## config.mk

```make
export PLATFORM = sky130hd
export DESIGN_NAME = gpio_ctrl
export DESIGN_NICKNAME = d
export VERILOG_FILES = /design/src/rtl/gpio_pkg.sv /design/src/rtl/gpio_debounce.sv /design/src/rtl/gpio_ctrl.sv
export SDC_FILE = /design/constraint.sdc
export NUM_CORES = 1
export LEC_CHECK = 0
export ABC_CLOCK_PERIOD_IN_PS = 1900
export BUFFER_PORTS_ARGS = -buffer_cell sky130_fd_sc_hd__buf_2
export CAP_MARGIN = 20
export CORE_MARGIN = 4
export CORE_UTILIZATION = 52
export CTS_BUF_LIST = sky130_fd_sc_hd__clkbuf_4
export CTS_CLUSTER_SIZE = 14
export DETAILED_ROUTE_END_ITERATION = 16
export PLACE_DENSITY = 0.78
export SYNTH_ARGS = -nofsm -noshare
export SYNTH_HDL_FRONTEND = slang
export SYNTH_SLANG_ARGS = --single-unit
```

## constraint.sdc

```tcl
create_clock -name clk -period 1.9 [get_ports clk]
set_input_delay 0 -clock clk [delete_from_list [all_inputs] [get_ports clk]]
set_output_delay 0 -clock clk [all_outputs]
set_load 0.01 [all_outputs]
```

## src/rtl/gpio_pkg.sv

```systemverilog
`default_nettype none
// ============================================================================
// Module      : gpio_pkg
// Description : Shared definitions for the gpio_ctrl peripheral. These are the
//               register word indices, the bus data width and the edge-select
//               encoding.
// Revision    : 1.0 - initial release
// ============================================================================
package gpio_pkg;

  // Width of the CPU word bus.
  localparam int DATA_W = 32;

  // Register word indices, taken from addr[4:2].
  localparam logic [2:0] GPIO_OUT      = 3'd0;
  localparam logic [2:0] GPIO_IN       = 3'd1;
  localparam logic [2:0] GPIO_IRQ_EN   = 3'd2;
  localparam logic [2:0] GPIO_EDGE_SEL = 3'd3;
  localparam logic [2:0] GPIO_PEND     = 3'd4;

  // Per-bit edge polarity that raises a pending interrupt.
  typedef enum logic {
    EDGE_RISE = 1'b0,
    EDGE_FALL = 1'b1
  } edge_sel_e;

  // True when a stable-state transition to new_level matches the selected edge.
  function automatic logic edge_match(input logic new_level, input edge_sel_e sel);
    return (sel == EDGE_RISE) ? new_level : ~new_level;
  endfunction

endpackage
`default_nettype wire

```

## src/rtl/gpio_debounce.sv

```systemverilog
`default_nettype none
// ============================================================================
// Module      : gpio_debounce
// Description : Single-bit input conditioner. It uses a 2-flop synchroniser
//               followed by a stability-window debouncer. 'change' is a
//               combinational strobe. It means that 'stable' takes the
//               opposite level at the coming clock edge.
//               Build option GPIO_DEBOUNCE_EN: when it is defined, the
//               debounce counter is present. When it is undefined, the
//               synchronised level is used directly.
// Revision    : 1.0 - initial release
// ============================================================================
module gpio_debounce #(
  parameter int DEB_CYCLES = 16
) (
  input  logic clk,
  input  logic rst,
  input  logic pin,
`ifdef GPIO_DEBOUNCE_EN
  output logic settled,
`endif
  output logic stable,
  output logic change
);

  logic sync_q1;
  logic sync_q2;

  // Two-flop synchroniser that brings the asynchronous pin into the clk domain.
  always_ff @(posedge clk or posedge rst) begin
    if (rst) begin
      sync_q1 <= 1'b0;
      sync_q2 <= 1'b0;
    end else begin
      sync_q1 <= pin;
      sync_q2 <= sync_q1;
    end
  end

`ifdef GPIO_DEBOUNCE_EN
  localparam int               CNT_W   = $clog2(DEB_CYCLES);
  localparam logic [CNT_W-1:0] CNT_MAX = CNT_W'(DEB_CYCLES - 1);

  logic [CNT_W-1:0] cnt_q;
  logic             stable_q;
  logic             differ;
  logic             at_max;

  assign differ = sync_q2 ^ stable_q;
  assign at_max = (cnt_q == CNT_MAX);

  // Count consecutive cycles of disagreement. The new level is accepted once
  // the window is full. Any agreement restarts the window.
  always_ff @(posedge clk or posedge rst) begin
    if (rst) begin
      cnt_q    <= '0;
      stable_q <= 1'b0;
    end else if (!differ) begin
      cnt_q <= '0;
    end else if (at_max) begin
      stable_q <= sync_q2;
      cnt_q    <= '0;
    end else begin
      cnt_q <= cnt_q + CNT_W'(1);
    end
  end

  assign stable  = stable_q;
  assign change  = differ & at_max;
  assign settled = ~differ;
`else
  // Without debouncing, the window length has no meaning.
  localparam int unused_deb_cycles = DEB_CYCLES;

  assign stable = sync_q2;
  assign change = sync_q1 ^ sync_q2;
`endif

endmodule
`default_nettype wire

```

## src/rtl/gpio_ctrl.sv

```systemverilog
`default_nettype none
// ============================================================================
// Module      : gpio_ctrl
// Description : Memory-mapped GPIO peripheral on an en/we word bus. It has
//               N_OUT output bits and N_IN conditioned input bits. Each input
//               bit has edge-detect interrupts, and all of them are merged
//               into a single level irq. The read path is registered.
//               Build option GPIO_DEBOUNCE_EN: when it is defined, it enables
//               per-bit debouncing with a window of DEB_CYCLES cycles.
// Revision    : 1.0 - initial release
// ============================================================================
module gpio_ctrl
  import gpio_pkg::*;
#(
  parameter int N_OUT      = 8,
  parameter int N_IN       = 8,
  parameter int DEB_CYCLES = 16
) (
  input  logic              clk,
  input  logic              rst,
  input  logic              en,
  input  logic              we,
  input  logic [4:0]        addr,
  input  logic [31:0]       wdata,
  output logic [31:0]       rdata,
  output logic              rvalid,
  output logic [N_OUT-1:0]  gpio_out,
  input  logic [N_IN-1:0]   gpio_in,
  output logic              irq
);

  logic [N_OUT-1:0]  out_q;
  logic [N_IN-1:0]   irq_en_q;
  logic [N_IN-1:0]   edge_sel_q;
  logic [N_IN-1:0]   pend_q;
  logic [N_IN-1:0]   pend_set;
  logic [N_IN-1:0]   pend_clr;
  logic [N_IN-1:0]   stable;
  logic [N_IN-1:0]   change;
  logic [N_IN-1:0]   edge_hit;
  logic              primed;
  logic              wr_en;
  logic              rd_en;
  logic [2:0]        reg_idx;
  logic [DATA_W-1:0] rd_mux;
  logic              unused_bus_bits;

  assign reg_idx = addr[4:2];
  assign wr_en   = en & we;
  assign rd_en   = en & ~we;

  // addr[1:0] is a byte offset inside a word and does not take part in decode.
  // wdata bits above the register widths are discarded.
  assign unused_bus_bits = ^{addr[1:0], wdata};

`ifdef GPIO_DEBOUNCE_EN
  logic [N_IN-1:0] settled;
`endif

  // One conditioner per input pin. An edge is a stable-state change toward
  // the level that EDGE_SEL selects. The new level is the inverse of the
  // current stable value.
  for (genvar i = 0; i < N_IN; i++) begin : g_in
    gpio_debounce #(
      .DEB_CYCLES (DEB_CYCLES)
    ) u_deb (
      .clk     (clk),
      .rst     (rst),
      .pin     (gpio_in[i]),
`ifdef GPIO_DEBOUNCE_EN
      .settled (settled[i]),
`endif
      .stable  (stable[i]),
      .change  (change[i])
    );

    assign edge_hit[i] = change[i] & edge_match(~stable[i], edge_sel_e'(edge_sel_q[i]));
  end

`ifdef GPIO_DEBOUNCE_EN
  localparam int               PCNT_W   = $clog2(DEB_CYCLES);
  localparam logic [PCNT_W-1:0] PCNT_MAX = PCNT_W'(DEB_CYCLES - 1);

  logic [PCNT_W-1:0] prime_cnt;

  // Arm edge detection at one of two points, whichever comes first:
  //   - the first stable-state load after reset (that load stays silent), or
  //   - DEB_CYCLES consecutive cycles in which every input agrees.
  always_ff @(posedge clk or posedge rst) begin
    if (rst) begin
      primed    <= 1'b0;
      prime_cnt <= '0;
    end else if (!primed) begin
      if (|change) begin
        primed <= 1'b1;
      end else if (&settled) begin
        if (prime_cnt == PCNT_MAX) begin
          primed <= 1'b1;
        end else begin
          prime_cnt <= prime_cnt + PCNT_W'(1);
        end
      end else begin
        prime_cnt <= '0;
      end
    end
  end
`else
  logic [1:0] prime_cnt;

  // Arm edge detection on the third cycle after reset release. By then the
  // synchroniser holds the real pin levels, so those levels load silently.
  always_ff @(posedge clk or posedge rst) begin
    if (rst) begin
      primed    <= 1'b0;
      prime_cnt <= 2'd0;
    end else if (!primed) begin
      if (prime_cnt == 2'd2) begin
        primed <= 1'b1;
      end else begin
        prime_cnt <= prime_cnt + 2'd1;
      end
    end
  end
`endif

  // An edge sets a pending bit, and writing 1 to that bit clears it.
  // When both happen in the same cycle, the set wins.
  assign pend_set = primed ? edge_hit : '0;
  assign pend_clr = (wr_en && reg_idx == GPIO_PEND) ? wdata[N_IN-1:0] : '0;

  // Control registers are written from the bus. Pending bits update every cycle.
  always_ff @(posedge clk or posedge rst) begin
    if (rst) begin
      out_q      <= '0;
      irq_en_q   <= '0;
      edge_sel_q <= '0;
      pend_q     <= '0;
    end else begin
      if (wr_en && reg_idx == GPIO_OUT)      out_q      <= wdata[N_OUT-1:0];
      if (wr_en && reg_idx == GPIO_IRQ_EN)   irq_en_q   <= wdata[N_IN-1:0];
      if (wr_en && reg_idx == GPIO_EDGE_SEL) edge_sel_q <= wdata[N_IN-1:0];
      pend_q <= (pend_q & ~pend_clr) | pend_set;
    end
  end

  // Read decode. Unmapped words and bits above the pin counts read as zero.
  always_comb begin
    rd_mux = '0;
    case (reg_idx)
      GPIO_OUT:      rd_mux = DATA_W'(out_q);
      GPIO_IN:       rd_mux = DATA_W'(stable);
      GPIO_IRQ_EN:   rd_mux = DATA_W'(irq_en_q);
      GPIO_EDGE_SEL: rd_mux = DATA_W'(edge_sel_q);
      GPIO_PEND:     rd_mux = DATA_W'(pend_q);
      default:       rd_mux = '0;
    endcase
  end

  // Registered read response. rdata holds its value between reads, and rvalid
  // pulses once for each read.
  always_ff @(posedge clk or posedge rst) begin
    if (rst) begin
      rdata  <= '0;
      rvalid <= 1'b0;
    end else begin
      rvalid <= rd_en;
      if (rd_en) rdata <= rd_mux;
    end
  end

  assign gpio_out = out_q;
  assign irq      = |(pend_q & irq_en_q);

endmodule
`default_nettype wire

```

Word-level counts from Yosys, hierarchy flattened
Cells that the tools add are included.
{"block": "totals", "ram_bits": 0, "n_memories": 0, "in_bits": 49, "wordCells": 83, "output_inout_bits": 42, "rom_bits": 0, "latchBits": 0, "register_bits": 84}
{"block": "classes", "order_cmp": 0, "mux": 13, "bitwise": 33, "n_eq_ne": 5, "n_mul": 0, "add_sub_neg": 1, "n_reduce_logical": 7, "n_div": 0, "shifts": 0}
{"op": "$pmux W8 S5", "n": 1}
{"op": "$and A8 B8 Y8", "n": 2}
{"op": "$mux W8", "n": 2}
{"op": "$not A1 Y1", "n": 11}
{"op": "$and A1 B1 Y1", "n": 10}
{"op": "$mux W1", "n": 10}
{"op": "$not A8 Y8", "n": 1}
{"op": "$or A8 B8 Y8", "n": 1}
{"op": "$reduce_or A8 Y1", "n": 1}
{"op": "$xor A1 B1 Y1", "n": 8}
{"op": "$eq A3 B2 Y1 const B", "n": 2}
{"op": "$logic_and A1 B1 Y1", "n": 4}
{"op": "$eq A3 B1 Y1 const B", "n": 1}
{"op": "$eq A3 B3 Y1 const B", "n": 1}
{"op": "$logic_not A3 Y1", "n": 1}
{"op": "$add A2 B1 Y2 const B", "n": 1}
{"op": "$eq A2 B2 Y1 const B", "n": 1}
{"op": "$reduce_and A2 Y1", "n": 1}

Longest topological paths before layout
Gate-level depths: netlist of the first run.
{"block": "depth", "depth_word": 6, "mapped_depth": 6, "ltp_nobuf": 5}

Modules after synthesis
A second synthesis of the first run with hierarchy kept.
{"block": "unflattened", "cells_unflattened": 227, "hier_area_um2": 2880.3}
{"module": "gpio_ctrl", "seq_area_each_um2": 1101.1, "cells_per_inst": 195, "area_each_um2": 2379.8, "n_inst": 1}
{"module": "gpio_debounce", "seq_area_each_um2": 50.0, "cells_per_inst": 4, "area_each_um2": 62.6, "n_inst": 8}

Least setup slack after synthesis of the first run
No wires, ideal clock.
{"block": "synth_path", "path_kind": "input to register", "startpoint": "in addr[2]", "endpoint": "reg irq_en_q[0]", "path_buffers": 3, "setup_time_ns": 0.125, "t_arrival_ns": 1.081, "t_required_ns": 1.775, "setup_slack_ns": 0.694, "stages": 6, "path_cell_list": "buf_4 > and3b_1 > buf_6 > and3b_1 > buf_6 > mux2_4"}
{"block": "synth_between", "elab_chain_len": 2}
{"item": "start: declaration", "line": "gpio_ctrl.sv:23", "source": "input logic [4:0] addr,"}
{"item": "$eq A3 B2 Y1", "line": "gpio_ctrl.sv:140", "source": "if (wr_en && reg_idx == GPIO_IRQ_EN) irq_en_q <= wdata[N_IN-1:0];"}
{"item": "$logic_and A1 B1 Y1", "line": "gpio_ctrl.sv:140"}
{"item": "end signal: assignment", "line": "gpio_ctrl.sv:140"}
{"item": "end: declaration", "line": "gpio_ctrl.sv:33", "source": "logic [N_IN-1:0] irq_en_q;"}
No other way between the ends.
A chain may end at the register's enable or synchronous reset.

Worst setup path in the final report of the first run
{"block": "layout_path", "startpoint": "reg irq_en_q[3]", "endpoint": "out irq"}
{"block": "layout_between", "elab_chain_len": 2}
{"item": "$and A8 B8 Y8", "line": "gpio_ctrl.sv:172", "source": "assign irq = |(pend_q & irq_en_q);"}
{"item": "$reduce_or A8 Y1", "line": "gpio_ctrl.sv:172"}
{"item": "end: declaration", "line": "gpio_ctrl.sv:29", "source": "output logic irq"}
No other way between the ends.

==> flow_metrics.tcl, run 1 <==
set metrics [dict create \
    worst_pin_slew_ns 0.542 \
    vias 1927 \
    fin_setup_tns_ns 0 \
    final_area_mm2 0.00330 \
    setup_viol_count_final 0 \
    internal_power_mw 2.16 \
    swShare 0.277 \
    ir_drop_mv 0.596 \
    leakage_nw 1.55 \
    grt-ovfl-total 0 \
    clk_pin_slew_worst_paths_ns 0.10 \
    skew_ns 0.0115 \
    synthArstFlopShare 1.00 \
    synth_area_mm2 0.00282 \
    critPathSlowestCell "dfrtp_1" \
    critical_path_class "reg2out" \
    io_pins 91 \
    syn2layout_area_growth_pct 17.0 \
    vias_per_cell 5.25 \
    ys_seq_area_frac 0.532 \
    regArea_mm2 0.00150 \
    power_frac_clock 0.275 \
    startpoint_type "flip-flop" \
    port_buffers 40 \
    htreeDepth 3 \
    ys_ff_latch 60 \
    synth_flop_cell "dfrtp_1" \
    layout_commonest_cell "dfrtp_1" \
    hold_path.class "in2reg" \
    crit_arrival_ns 1.39 \
    grt_pass1_vias 1765 \
    dpl_cell_area_mm2 0.00302 \
    yosysTopAreaCell "dfrtp_1" \
    grt_max_degree 37 \
    whs_ns 0.102 \
    synthTopCellsByArea "dfrtp_1 53%, mux2_2 9.6%, buf_4 6.9%, mux2_4 4.3%, a22oi_1 2.9%" \
    power_mw 2.98 \
    status "complete, no violations" \
    dp_hpwl_um 3980 \
    cp_max_fo 3 \
    cap_violations 0 \
    cts_root_buf "clkbuf_4" \
    clk_latency_ns 0.39 \
    nFillCells 411 \
    worstPathRequired_ns 1.90 \
    cp.buffers_inverters 1 \
    layout-drive-gt1-share 0.323 \
    remaining_drc_errors 0 \
    num_antenna_cells 0 \
    drt_iter0_drc 156 \
    ys_types 35 \
    seq_power_share 0.533 \
    row_count 26 \
    worstSetupEndpointType "output pin" \
    cts_buffer_depth 2 \
    synth_edf_count 0 \
    multi_input_area_mm2 0.00115 \
    fmax_ghz 0.721 \
    period_share 0.730 \
    track_usage 0.189 \
    synth_cells 231 \
    antenna_left 0 \
    cpPeakStageDelay_ns 0.41 \
    first_pass_iters 4 \
    antenna_found_initial 0 \
    die-area_mm2 0.00667 \
    grt_pass1_wl_um 9130 \
    layout.nets 344 \
    wl_per_cell_um 15.7 \
    post-route-min-period_ns 1.39 \
    final_util 0.639 \
    p_per_area_mw_per_mm2 902 \
    relSlewSlack 0.638 \
    final_cell_mix "60 x dfrtp_1, 40 x buf_2, 24 x mux2_2, 24 x conb_1, 18 x nand2_1" \
    syn_avg_cell_area_um2 12.2 \
    drt_wl_total_um 5750 \
    cts_buffers 9 \
    p_sw_uw 826 \
    cts_tree "yes" \
    gp_congestion 0.762 \
    die_width_um 81.7 \
    cts.sinks 60 \
    report.final.slew_viol_count 0 \
    start_util 0.546 \
    rsz0062_at_grt "false" \
    cp_top_family "flip-flops" \
    die_h_um 81.7 \
    combPwrFrac 0.192 \
    cp_cell_sequence "a22oi_1, nand4_1, buf_2" \
    ys_warn_count 0 \
    hold_viol 0 \
    synth_top_area_share 0.532 \
    core_mm2 0.00517 \
]
## per-stage QoR
stage,std cells,worst slack [ns]
5_1_grt,367,0.447
2_1_floorplan,254,0.415
3_3_place_gp,336,0.484
3_5_place_dp,336,0.431
4_1_cts,367,0.509
6_report,367,0.513
## worst min-delay path, stage by stage
cell	delay [ns]
buf_2	0.15
o21ai_0	0.12
o211ai_1	0.10
o211ai_1	0.09
## power groups by stage
| stage | Sequential, mW | Combinational [mW] | Clock, mW |
|---|---|---|---|
| floorplan | 1.61 | 0.394 | 0 |
| global placement | 1.60 | 0.536 | 0 |
| detailed placement | 1.61 | 0.552 | 0 |
| CTS | 1.59 | 0.579 | 0.842 |
| global route | 1.61 | 0.637 | 0.896 |
| finish | 1.59 | 0.573 | 0.820 |
## kinds of logic after synthesis
group / count (synthesis) / share of synthesized area
DFF: 60 / 0.532
buffers and inverters: 39 / 0.0926
other: 1 / 0.00133
xor gates and xnor gates: 1 / 0.00310
and+or+nand+nor: 51 / 0.0997
muxes: 39 / 0.163
adders and majority gates: 1 / 0.00443
AOI/OAI and AO/OA: 39 / 0.104
## metal layers
layer,wire [µm],share of wire,track usage,vias to the layer above
met4,77,0.013,0.0897,0
met3,416,0.072,0.0493,8
met2,2620,0.45,0.259,76
met5,0,0,0,-
li1,-,-,-,914
met1,2640,0.46,0.278,929
## sequential cells by signal, indices dropped and copies added (netlist names)
register,count
primed,1
rvalid,1
pend_q,8
g_in.u_deb.sync_q1,8
g_in.u_deb.stable,8
rdata,8
edge_sel_q,8
gpio_out,8
prime_cnt,2
irq_en_q,8
## final timing paths
kind                                                  from                        endpoint  slack (ns)  cells after the start
max                                irq_en_q[3]$_DFFE_PP0P_                             irq        0.51                      3
min                                                addr[4]            rdata[1]$_DFFE_PP0P_        0.10                      4
max reg2reg                      edge_sel_q[7]$_DFFE_PP0P_            rdata[7]$_DFFE_PP0P_        0.76                      3
min reg2reg                g_in[1].u_deb.sync_q1$_DFF_PP0_  g_in[1].u_deb.stable$_DFF_PP0_        0.41                      0
max in group asynchronous                              rst             pend_q[3]$_DFF_PP0_        1.15                      4
min in group asynchronous                              rst       edge_sel_q[2]$_DFFE_PP0P_        0.17                      3
## synth_stat cells, types with 3 or more instances
cell	instances
a22o_1	8
clkbuf_1	4
mux2_2	24
nand3_1	8
o22ai_1	8
dfrtp_1	60
nand2_1	18
inv_1	4
mux2_4	8
buf_4	26
nand2b_1	9
nor2_1	3
o221ai_1	7
a22oi_1	11
mux2i_1	7
## final cells by class
| type | count | share of cell area |
|---|---|---|
| clock buffers | 10 | 0.0227 |
| clock inverters | 4 | 0.0129 |
| inverters | 4 | 0.00454 |
| multi-input cells | 155 | 0.347 |
| flip-flops and latches | 60 | 0.454 |
| well taps | 70 | 0.0265 |
| repair buffers | 64 | 0.132 |
## what timing repair did
action / 4_1_cts / 5_1_grt
hold buffers: 17 / 0
gates resized for setup: 0 / 0
buffers inserted: 0 / 0
endpoints found under the setup margin: 0 / 0
endpoints found under the hold margin: 64 / 0
Power figures use the tool's default switching activity.
==> inputs of run 2 (changes only) <==
- ABC_CLOCK_PERIOD_IN_PS: 1900 -> 1350
- clock period: 1.9 -> 1.35 ns (I/O delays scaled with it)
==> run 2 against run 1 <==
- clock-buffer cell count is 2 higher
- via count is 5.6% higher
- sequential share of layout area is 1.5 points lower
- critical path depth stayed put
- clock skew hardly changed
- cell area is 3.4% higher
- critical endpoint unchanged
- register-to-register slack worse by 0.56 ns
- non-clock buffer count is 13 higher
- global-route usage is 0.86 points higher
==> flow_metrics.tcl, run 2 (same netlist as run 1, synthesis figures left out) <==
set metrics [dict create \
    hp-start "addr[4]" \
    clk_pin_slew_worst_paths_ns 0.09 \
    cts_buffers 9 \
    hold_viol 0 \
    worstSetupEndpointType "output pin" \
    hold_path.class "in2reg" \
    relSlewSlack 0.373 \
    cts_buffer_depth 2 \
    worst_pin_slew_ns 0.938 \
    cts_tree "yes" \
    report.final.slew_viol_count 0 \
    drt_wl_total_um 6020 \
    fmax_ghz 0.759 \
    cts.sinks 60 \
    skew_ns 0.0110 \
    drt_iter0_drc 175 \
    row_count 26 \
    layout-drive-gt1-share 0.359 \
    grt-ovfl-total 0 \
    htreeDepth 3 \
    leakage_nw 1.60 \
    remaining_drc_errors 0 \
    num_antenna_cells 0 \
    post-route-min-period_ns 1.32 \
    vias_per_cell 5.32 \
    regArea_mm2 0.00150 \
    layout_commonest_cell "dfrtp_1" \
    port_buffers 40 \
    nFillCells 407 \
    core_mm2 0.00517 \
    status "complete, no violations" \
    multi_input_area_mm2 0.00116 \
    rsz0062_at_grt "true" \
    ir_drop_mv 0.615 \
    track_usage 0.198 \
    dpl_cell_area_mm2 0.00307 \
    worstPathRequired_ns 1.35 \
    start_util 0.546 \
    critical_path_class "reg2out" \
    layout.nets 357 \
    io_pins 91 \
    cp_max_fo 2 \
    final_util 0.660 \
    syn2layout_area_growth_pct 21.0 \
    crit_arrival_ns 1.32 \
    crit_start "irq_en_q[3]$_DFFE_PP0P_" \
    die_h_um 81.7 \
    vias 2034 \
    wl_per_cell_um 15.8 \
    setup_viol_count_final 0 \
    antenna_found_initial 0 \
    grt_pass1_vias 1952 \
    whs_ns 0.155 \
    first_pass_iters 4 \
    grt_pass1_wl_um 9650 \
    fin_setup_tns_ns 0 \
    cap_violations 0 \
    grt_max_degree 61 \
    startpoint_type "flip-flop" \
    die-area_mm2 0.00667 \
    final_cell_mix "60 x dfrtp_1, 40 x buf_2, 24 x mux2_2, 24 x conb_1, 19 x dlygate4sd3_1" \
    final_area_mm2 0.00342 \
    reg2regPathDepth 3 \
    whs_path_depth 5 \
    antenna_left 0 \
    reg2reg_slack_ns 0.20 \
    p_per_area_mw_per_mm2 1220 \
    finalWorstSetupSlack_ns 0.0321 \
    clk_latency_ns 0.41 \
    gp_congestion 0.783 \
    reg2reg_from "edge_sel_q[2]$_DFFE_PP0P_" \
    pre_cts_slack_ns -0.128 \
    die_width_um 81.7 \
    dp_hpwl_um 4070 \
    period_share 0.976 \
    cts_root_buf "clkbuf_4" \
]
-- run 2: changes by cell type in the layout (fill, tap and decap cells not counted), moves of 2 or more --
cell           before  now
buf_4               6   17
dlygate4sd3_1      17   19
clkbuf_4           10   12
a22oi_2             0    3
a22oi_1            11    8
-- run 2: area by class of cell --
class,instances,share of cell area
sequential,60,0.440
clock buffer,12,0.0264
inverter,4,0.00549
multi-input combinational,155,0.341
timing repair buffer,77,0.158
tap,70,0.0256
clock inverter,4,0.00476
-- run 2: per-stage QoR --
step / instances / total power, mW
global placement: 342 / 3.03
floorplan: 254 / 2.82
detailed placement: 342 / 3.06
CTS: 379 / 4.19
global route: 382 / 4.40
finish: 382 / 4.17
-- run 2: where the power goes --
group | switching [mW] | internal (mW)
clock | 0.620 | 0.421
sequential | 0.200 | 2.04
combinational | 0.389 | 0.497
total | 1.21 | 2.96
-- run 2: metal layers --
layer / global-route usage / part of all wire
met1: 0.282 / 0.45
met2: 0.278 / 0.45
met3: 0.0537 / 0.088
met4: 0.0947 / 0.015
met5: 0 / 0
-- run 2: repair_timing --
action / CTS / global route
endpoints found under the setup margin: 1 / 2
pin swaps: 0 / 0
resized for setup: 3 / 1
hold endpoints to repair: 102 / 0
hold buffers: 19 / 0
gates cloned: 0 / 0
setup buffers: 2 / 3
-- run 2: final timing paths --
| check | end |
|---|---|
| min | rdata[1]$_DFFE_PP0P_ |
| min in group asynchronous | rdata[4]$_DFFE_PP0P_ |
| max | irq |
| min reg2reg | g_in[1].u_deb.stable$_DFF_PP0_ |
| max in group asynchronous | pend_q[7]$_DFF_PP0_ |
| max reg2reg | rdata[2]$_DFFE_PP0P_ |
-- run 2: worst max-delay path, stage by stage, from the launching register on --
cell,delay (ns)
dfrtp_1,0.41
a22oi_2,0.21
nand4_1,0.13
buf_2,0.16
